<file path="config.mk">
export PLATFORM = sky130hd
export DESIGN_NAME = tour_cmd_seq
export DESIGN_NICKNAME = d
export VERILOG_FILES = /design/src/rtl/tour_cmd_seq.sv
export SDC_FILE = /design/constraint.sdc
export NUM_CORES = 1
export LEC_CHECK = 0
export CELL_PAD_IN_SITES_DETAIL_PLACEMENT = 0
export CELL_PAD_IN_SITES_GLOBAL_PLACEMENT = 1
export CORE_ASPECT_RATIO = 0.7
export CORE_UTILIZATION = 29
export CTS_CLUSTER_DIAMETER = 80
export DETAILED_ROUTE_END_ITERATION = 16
export PLACE_DENSITY = 0.89
export SLEW_MARGIN = 15
export SYNTH_ARGS = -nofsm -noshare
export SYNTH_HDL_FRONTEND = slang
export SYNTH_SLANG_ARGS = --single-unit
</file>
<file path="constraint.sdc">
create_clock -name clk -period 3.7 [get_ports clk]
set_input_delay 0.74 -clock clk [delete_from_list [all_inputs] [get_ports clk]]
set_output_delay 0.74 -clock clk [all_outputs]
set_load 0.02 [all_outputs]
</file>
<file path="src/rtl/tour_cmd_seq.sv">
// rtl/tour_cmd_seq.sv - Knight's Tour command sequencer; optional landing sponge bit under TOUR_SPONGE_EN
module tour_cmd_seq #(
   parameter int         NUM_MOVES  = 24,
   parameter bit         VERT_FIRST = 1'b1,
   parameter logic [7:0] HDG_N      = 8'h00,
   parameter logic [7:0] HDG_S      = 8'h7F,
   parameter logic [7:0] HDG_W      = 8'h3F,
   parameter logic [7:0] HDG_E      = 8'hBF,
   localparam int        IDX_W      = $clog2(NUM_MOVES)
) (
   input  logic             clk,
   input  logic             rst,
   input  logic             start_tour,
   input  logic [7:0]       move,
   output logic [IDX_W-1:0] mv_indx,
   input  logic [15:0]      cmd_UART,
   input  logic             cmd_rdy_UART,
   output logic [15:0]      cmd,
   output logic             cmd_rdy,
   input  logic             clr_cmd_rdy,
   input  logic             send_resp,
   output logic [7:0]       resp
);

   typedef enum logic [2:0] {IDLE, FETCH, LEG_A, WAIT_A, LEG_B, WAIT_B, ERR} state_t;

`ifdef TOUR_SPONGE_EN
   localparam logic SPONGE_B = 1'b1;
`else
   localparam logic SPONGE_B = 1'b0;
`endif

   state_t      state, state_nxt;
   logic [15:0] leg_a, leg_b;
   logic        err_flag;
   logic        tour_rdy;
   logic        one_hot;
   logic        last_move;
   logic [7:0]  v_hdg, h_hdg;
   logic [3:0]  v_sq, h_sq;
   logic [15:0] v_cmd, h_cmd;

   assign one_hot   = (move != 8'd0) && ((move & (move - 8'd1)) == 8'd0);
   assign last_move = (mv_indx == IDX_W'(NUM_MOVES - 1));

   // Leg decode assumes a one-hot move; illegal entries never reach the leg registers.
   always_comb begin
      v_hdg = HDG_N;
      v_sq  = 4'd0;
      h_hdg = HDG_E;
      h_sq  = 4'd0;
      if (move[0] | move[1]) begin
         v_hdg = HDG_N; v_sq = 4'd2;
      end else if (move[2] | move[7]) begin
         v_hdg = HDG_N; v_sq = 4'd1;
      end else if (move[3] | move[6]) begin
         v_hdg = HDG_S; v_sq = 4'd1;
      end else if (move[4] | move[5]) begin
         v_hdg = HDG_S; v_sq = 4'd2;
      end
      if (move[0] | move[5]) begin
         h_hdg = HDG_E; h_sq = 4'd1;
      end else if (move[1] | move[4]) begin
         h_hdg = HDG_W; h_sq = 4'd1;
      end else if (move[2] | move[3]) begin
         h_hdg = HDG_W; h_sq = 4'd2;
      end else if (move[6] | move[7]) begin
         h_hdg = HDG_E; h_sq = 4'd2;
      end
   end

   assign v_cmd = {3'b010, 1'b0, v_hdg, v_sq};
   assign h_cmd = {3'b010, 1'b0, h_hdg, h_sq};

   always_ff @(posedge clk) begin
      if (rst) state <= IDLE;
      else     state <= state_nxt;
   end

   always_comb begin
      state_nxt = state;
      tour_rdy  = 1'b0;
      case (state)
         IDLE:   if (start_tour) state_nxt = FETCH;
         FETCH:  state_nxt = one_hot ? LEG_A : ERR;
         LEG_A: begin
            tour_rdy = 1'b1;
            if (clr_cmd_rdy) state_nxt = WAIT_A;
         end
         WAIT_A: if (send_resp) state_nxt = LEG_B;
         LEG_B: begin
            tour_rdy = 1'b1;
            if (clr_cmd_rdy) state_nxt = WAIT_B;
         end
         WAIT_B: if (send_resp) state_nxt = last_move ? IDLE : FETCH;
         ERR:    state_nxt = IDLE;
         default: state_nxt = IDLE;
      endcase
   end

   always_ff @(posedge clk) begin
      if (rst) begin
         mv_indx  <= '0;
         err_flag <= 1'b0;
         leg_a    <= 16'd0;
         leg_b    <= 16'd0;
      end else begin
         if (state == IDLE && start_tour) begin
            mv_indx  <= '0;
            err_flag <= 1'b0;
         end
         if (state == FETCH) begin
            if (one_hot) begin
               if (VERT_FIRST) begin
                  leg_a <= v_cmd;
                  leg_b <= h_cmd | {3'b000, SPONGE_B, 12'd0};
               end else begin
                  leg_a <= h_cmd;
                  leg_b <= v_cmd | {3'b000, SPONGE_B, 12'd0};
               end
            end else begin
               err_flag <= 1'b1;
            end
         end
         if (state == WAIT_B && send_resp && !last_move)
            mv_indx <= mv_indx + 1'b1;
      end
   end

   // Error status is sticky in IDLE so the host can read it after the abort.
   always_comb begin
      cmd     = leg_a;
      cmd_rdy = tour_rdy;
      resp    = 8'h5A;
      case (state)
         IDLE: begin
            cmd     = cmd_UART;
            cmd_rdy = cmd_rdy_UART;
            resp    = err_flag ? 8'hEE : 8'hA5;
         end
         LEG_B, WAIT_B: cmd  = leg_b;
         ERR:           resp = 8'hEE;
         default: ;
      endcase
   end

endmodule

</file>
==> impl_metrics.yaml <==
clock_network:
  cts-htree-levels: 1
  clock_path_buffers: 2
  clkLatencyLatePin_ps: 250
  tritoncts: "done"
  clk_pin_slew_ps: 60
  cts_buffers: 3
  cts_setup_buffers: 0
  post_cts_resized: 0
  cts_hold_buf: 0
  cts-root-buf: "clkbuf_8"
  clock-sinks: 16
yosys:
  ys.flop_type: "dfxtp_1"
  netlist_area_mm2: 0.00115
  yosys_warnings: 0
  synth-seq-cells: 16
  syn-num-nets: 184
  ys_seq_area_share_pct: 27.8
  synth_top_area_share_pct: 27.8
  avgSynthCellArea_um2: 7.54
  synthArstFlopShare_pct: 0
  synth_cell_types: 41
  post-synth-top-area-cell: "dfxtp_1"
  syn-instance-count: 153
  synth_edf_count: 0
  yosys-top-cells-count: "16 x dfxtp_1, 16 x nor2_1, 12 x nand2_1"
  synthTopCellsByArea: "dfxtp_1 28%, nor2_1 5.2%, a21o_1 4.6%, a21oi_1 4.3%, o21ai_0 4.3%"
sta:
  min_period_ps: 2930
  rsz0062_at_grt: "no"
  max_freq_mhz: 342
  clock_skew_ps: 0.623
  drv_slew: 0
  slew_headroom_pct: 57.5
  tns_ps: 0
  finalSetupViolCount: 0
  worst_pin_slew_ps: 629
  hold_ws_ps: 473
  period_share_pct: 79.1
  setup_ws_ps: 772
  hold_violations: 0
floorplan:
  die_h_um: 54.8
  die_w_um: 77.4
  core_mm2: 0.00367
  std_cell_rows: 18
  start_util_pct: 31.4
  num_io_pins: 60
  fp.dieArea_mm2: 0.00424
worst_setup_path:
  startpoint_type: "register"
  cp.arrival_ps: 2190
  worstPathMaxFanout: 17
  cp-end-kind: "output pin"
  cp.required_ps: 2960
  path_class: "reg -> out"
power:
  p_leak_nw: 0.698
  total_power_mw: 1.32
  peakVddDrop_mv: 0.471
  power.density_mw_per_mm2: 734
route:
  wl_per_cell_um: 12.8
  postRouteAntennaNets: 0
  drt_wl_total_um: 3270
  first_iter_violations: 107
  vias: 1306
  dr.pass1.iters: 5
  drc_errors: 0
  vias_per_cell: 5.12
placement:
  portBuffers: 59
  dp_hpwl_um: 2470
  gp_congestion: 0.824
  pre_cts_ws_ps: 778
min_path:
  min_path_type: "reg -> reg"
finish:
  finish.utilization_pct: 49.1
  insertedDiodeCount: 0
  fin_nets: 238
  area_growth_pct: 56.3
  fillerInstances: 348
  drive_above_1_share_pct: 5.37
run_status:
  status: "finished, final reports clean"
run:
  maxCapViolations: 0
grt:
  grt.overflow.total: 0
  antenna_found_initial: 0
  grt_pass1_vias: 1069
  grt_max_degree: 20
  grt_pass1_wl_um: 5040
  track_usage_pct: 14.9
-- registers in the layout, summed over array words and instances (netlist names) --
signal and cells:
state 3, mv_indx 5, leg_b 4, err_flag 1
leg_a 3
-- critical path, stage by stage, from the launching register on --
cell and delay, ps:
dfxtp_1 480, nor2b_1 450, nand2_1 100, nand2_1 190, a21o_1 120, clkdlybuf4s50_1 590
-- per-stage QoR --
stage / instances / area (um^2)
floorplan: 153 / 1150
global placement: 252 / 1760
detailed placement: 252 / 1760
CTS: 255 / 1800
global route: 255 / 1800
finish: 255 / 1800
-- placed cells by master, fill, tap and decap left out, types with 2 or more instances in the layout --
| master | count |
|---|---|
| and2_1 | 6 |
| nand3b_1 | 3 |
| or3_1 | 2 |
| nor2_1 | 16 |
| nand2_1 | 12 |
| a22oi_1 | 6 |
| a21o_1 | 7 |
| clkbuf_8 | 3 |
| o21ai_0 | 10 |
| nor4_1 | 3 |
| mux2_2 | 2 |
| or4_1 | 3 |
| nand3_1 | 7 |
| inv_1 | 4 |
| nor3_1 | 7 |
| clkdlybuf4s50_1 | 59 |
| buf_4 | 2 |
| a211oi_1 | 3 |
| a21oi_1 | 10 |
| nor2b_1 | 2 |
| o21ai_1 | 2 |
| dfxtp_1 | 16 |
-- logic make-up after synthesis --
kind of cell / count (synthesis) / synth area share [%]
xor gates and xnor gates: 1 / 0.759
buffers and inverters: 16 / 6.51
and+or+nand+nor: 68 / 32.2
adders and majority gates: 2 / 1.95
DFF: 16 / 27.8
AOI/OAI and AO/OA: 48 / 28.9
muxes: 2 / 1.95
-- final timing paths --
kind,slack [ps],start,end,cells past startpoint
worst min-delay path,470,leg_b[1],leg_b[1],2
worst min register to register,470,leg_b[1],leg_b[1],2
worst max register to register,1790,state[0],leg_b[1],4
worst max-delay path,770,state[1],cmd[9],5
-- where the power goes --
group | switching, mW | leakage, nW | internal [mW]
combinational | 0.487 | 0.546 | 0.457
clock | 0.0580 | 0.0216 | 0.0721
sequential | 0.0545 | 0.130 | 0.194
total | 0.599 | 0.698 | 0.723
-- final cells by class --
cell class / count / area (um^2) / share of cell area [%]
inverters: 4 / 15.0 / 0.833
flip-flops and latches: 16 / 320 / 17.8
multi-input cells: 121 / 758 / 42.1
well taps: 50 / 62.6 / 3.47
repair buffers: 61 / 606 / 33.6
clock buffers: 3 / 41.3 / 2.29
-- routing by layer --
metal / global-route usage [%] / up-vias / part of all wire, %
li1: - / 677 / -
met5: 0 / - / 0
met4: 2.83 / 0 / 0
met2: 21.2 / 48 / 40
met3: 3.33 / 0 / 6.5
met1: 22.5 / 581 / 53
Power figures use the tool's default switching activity.
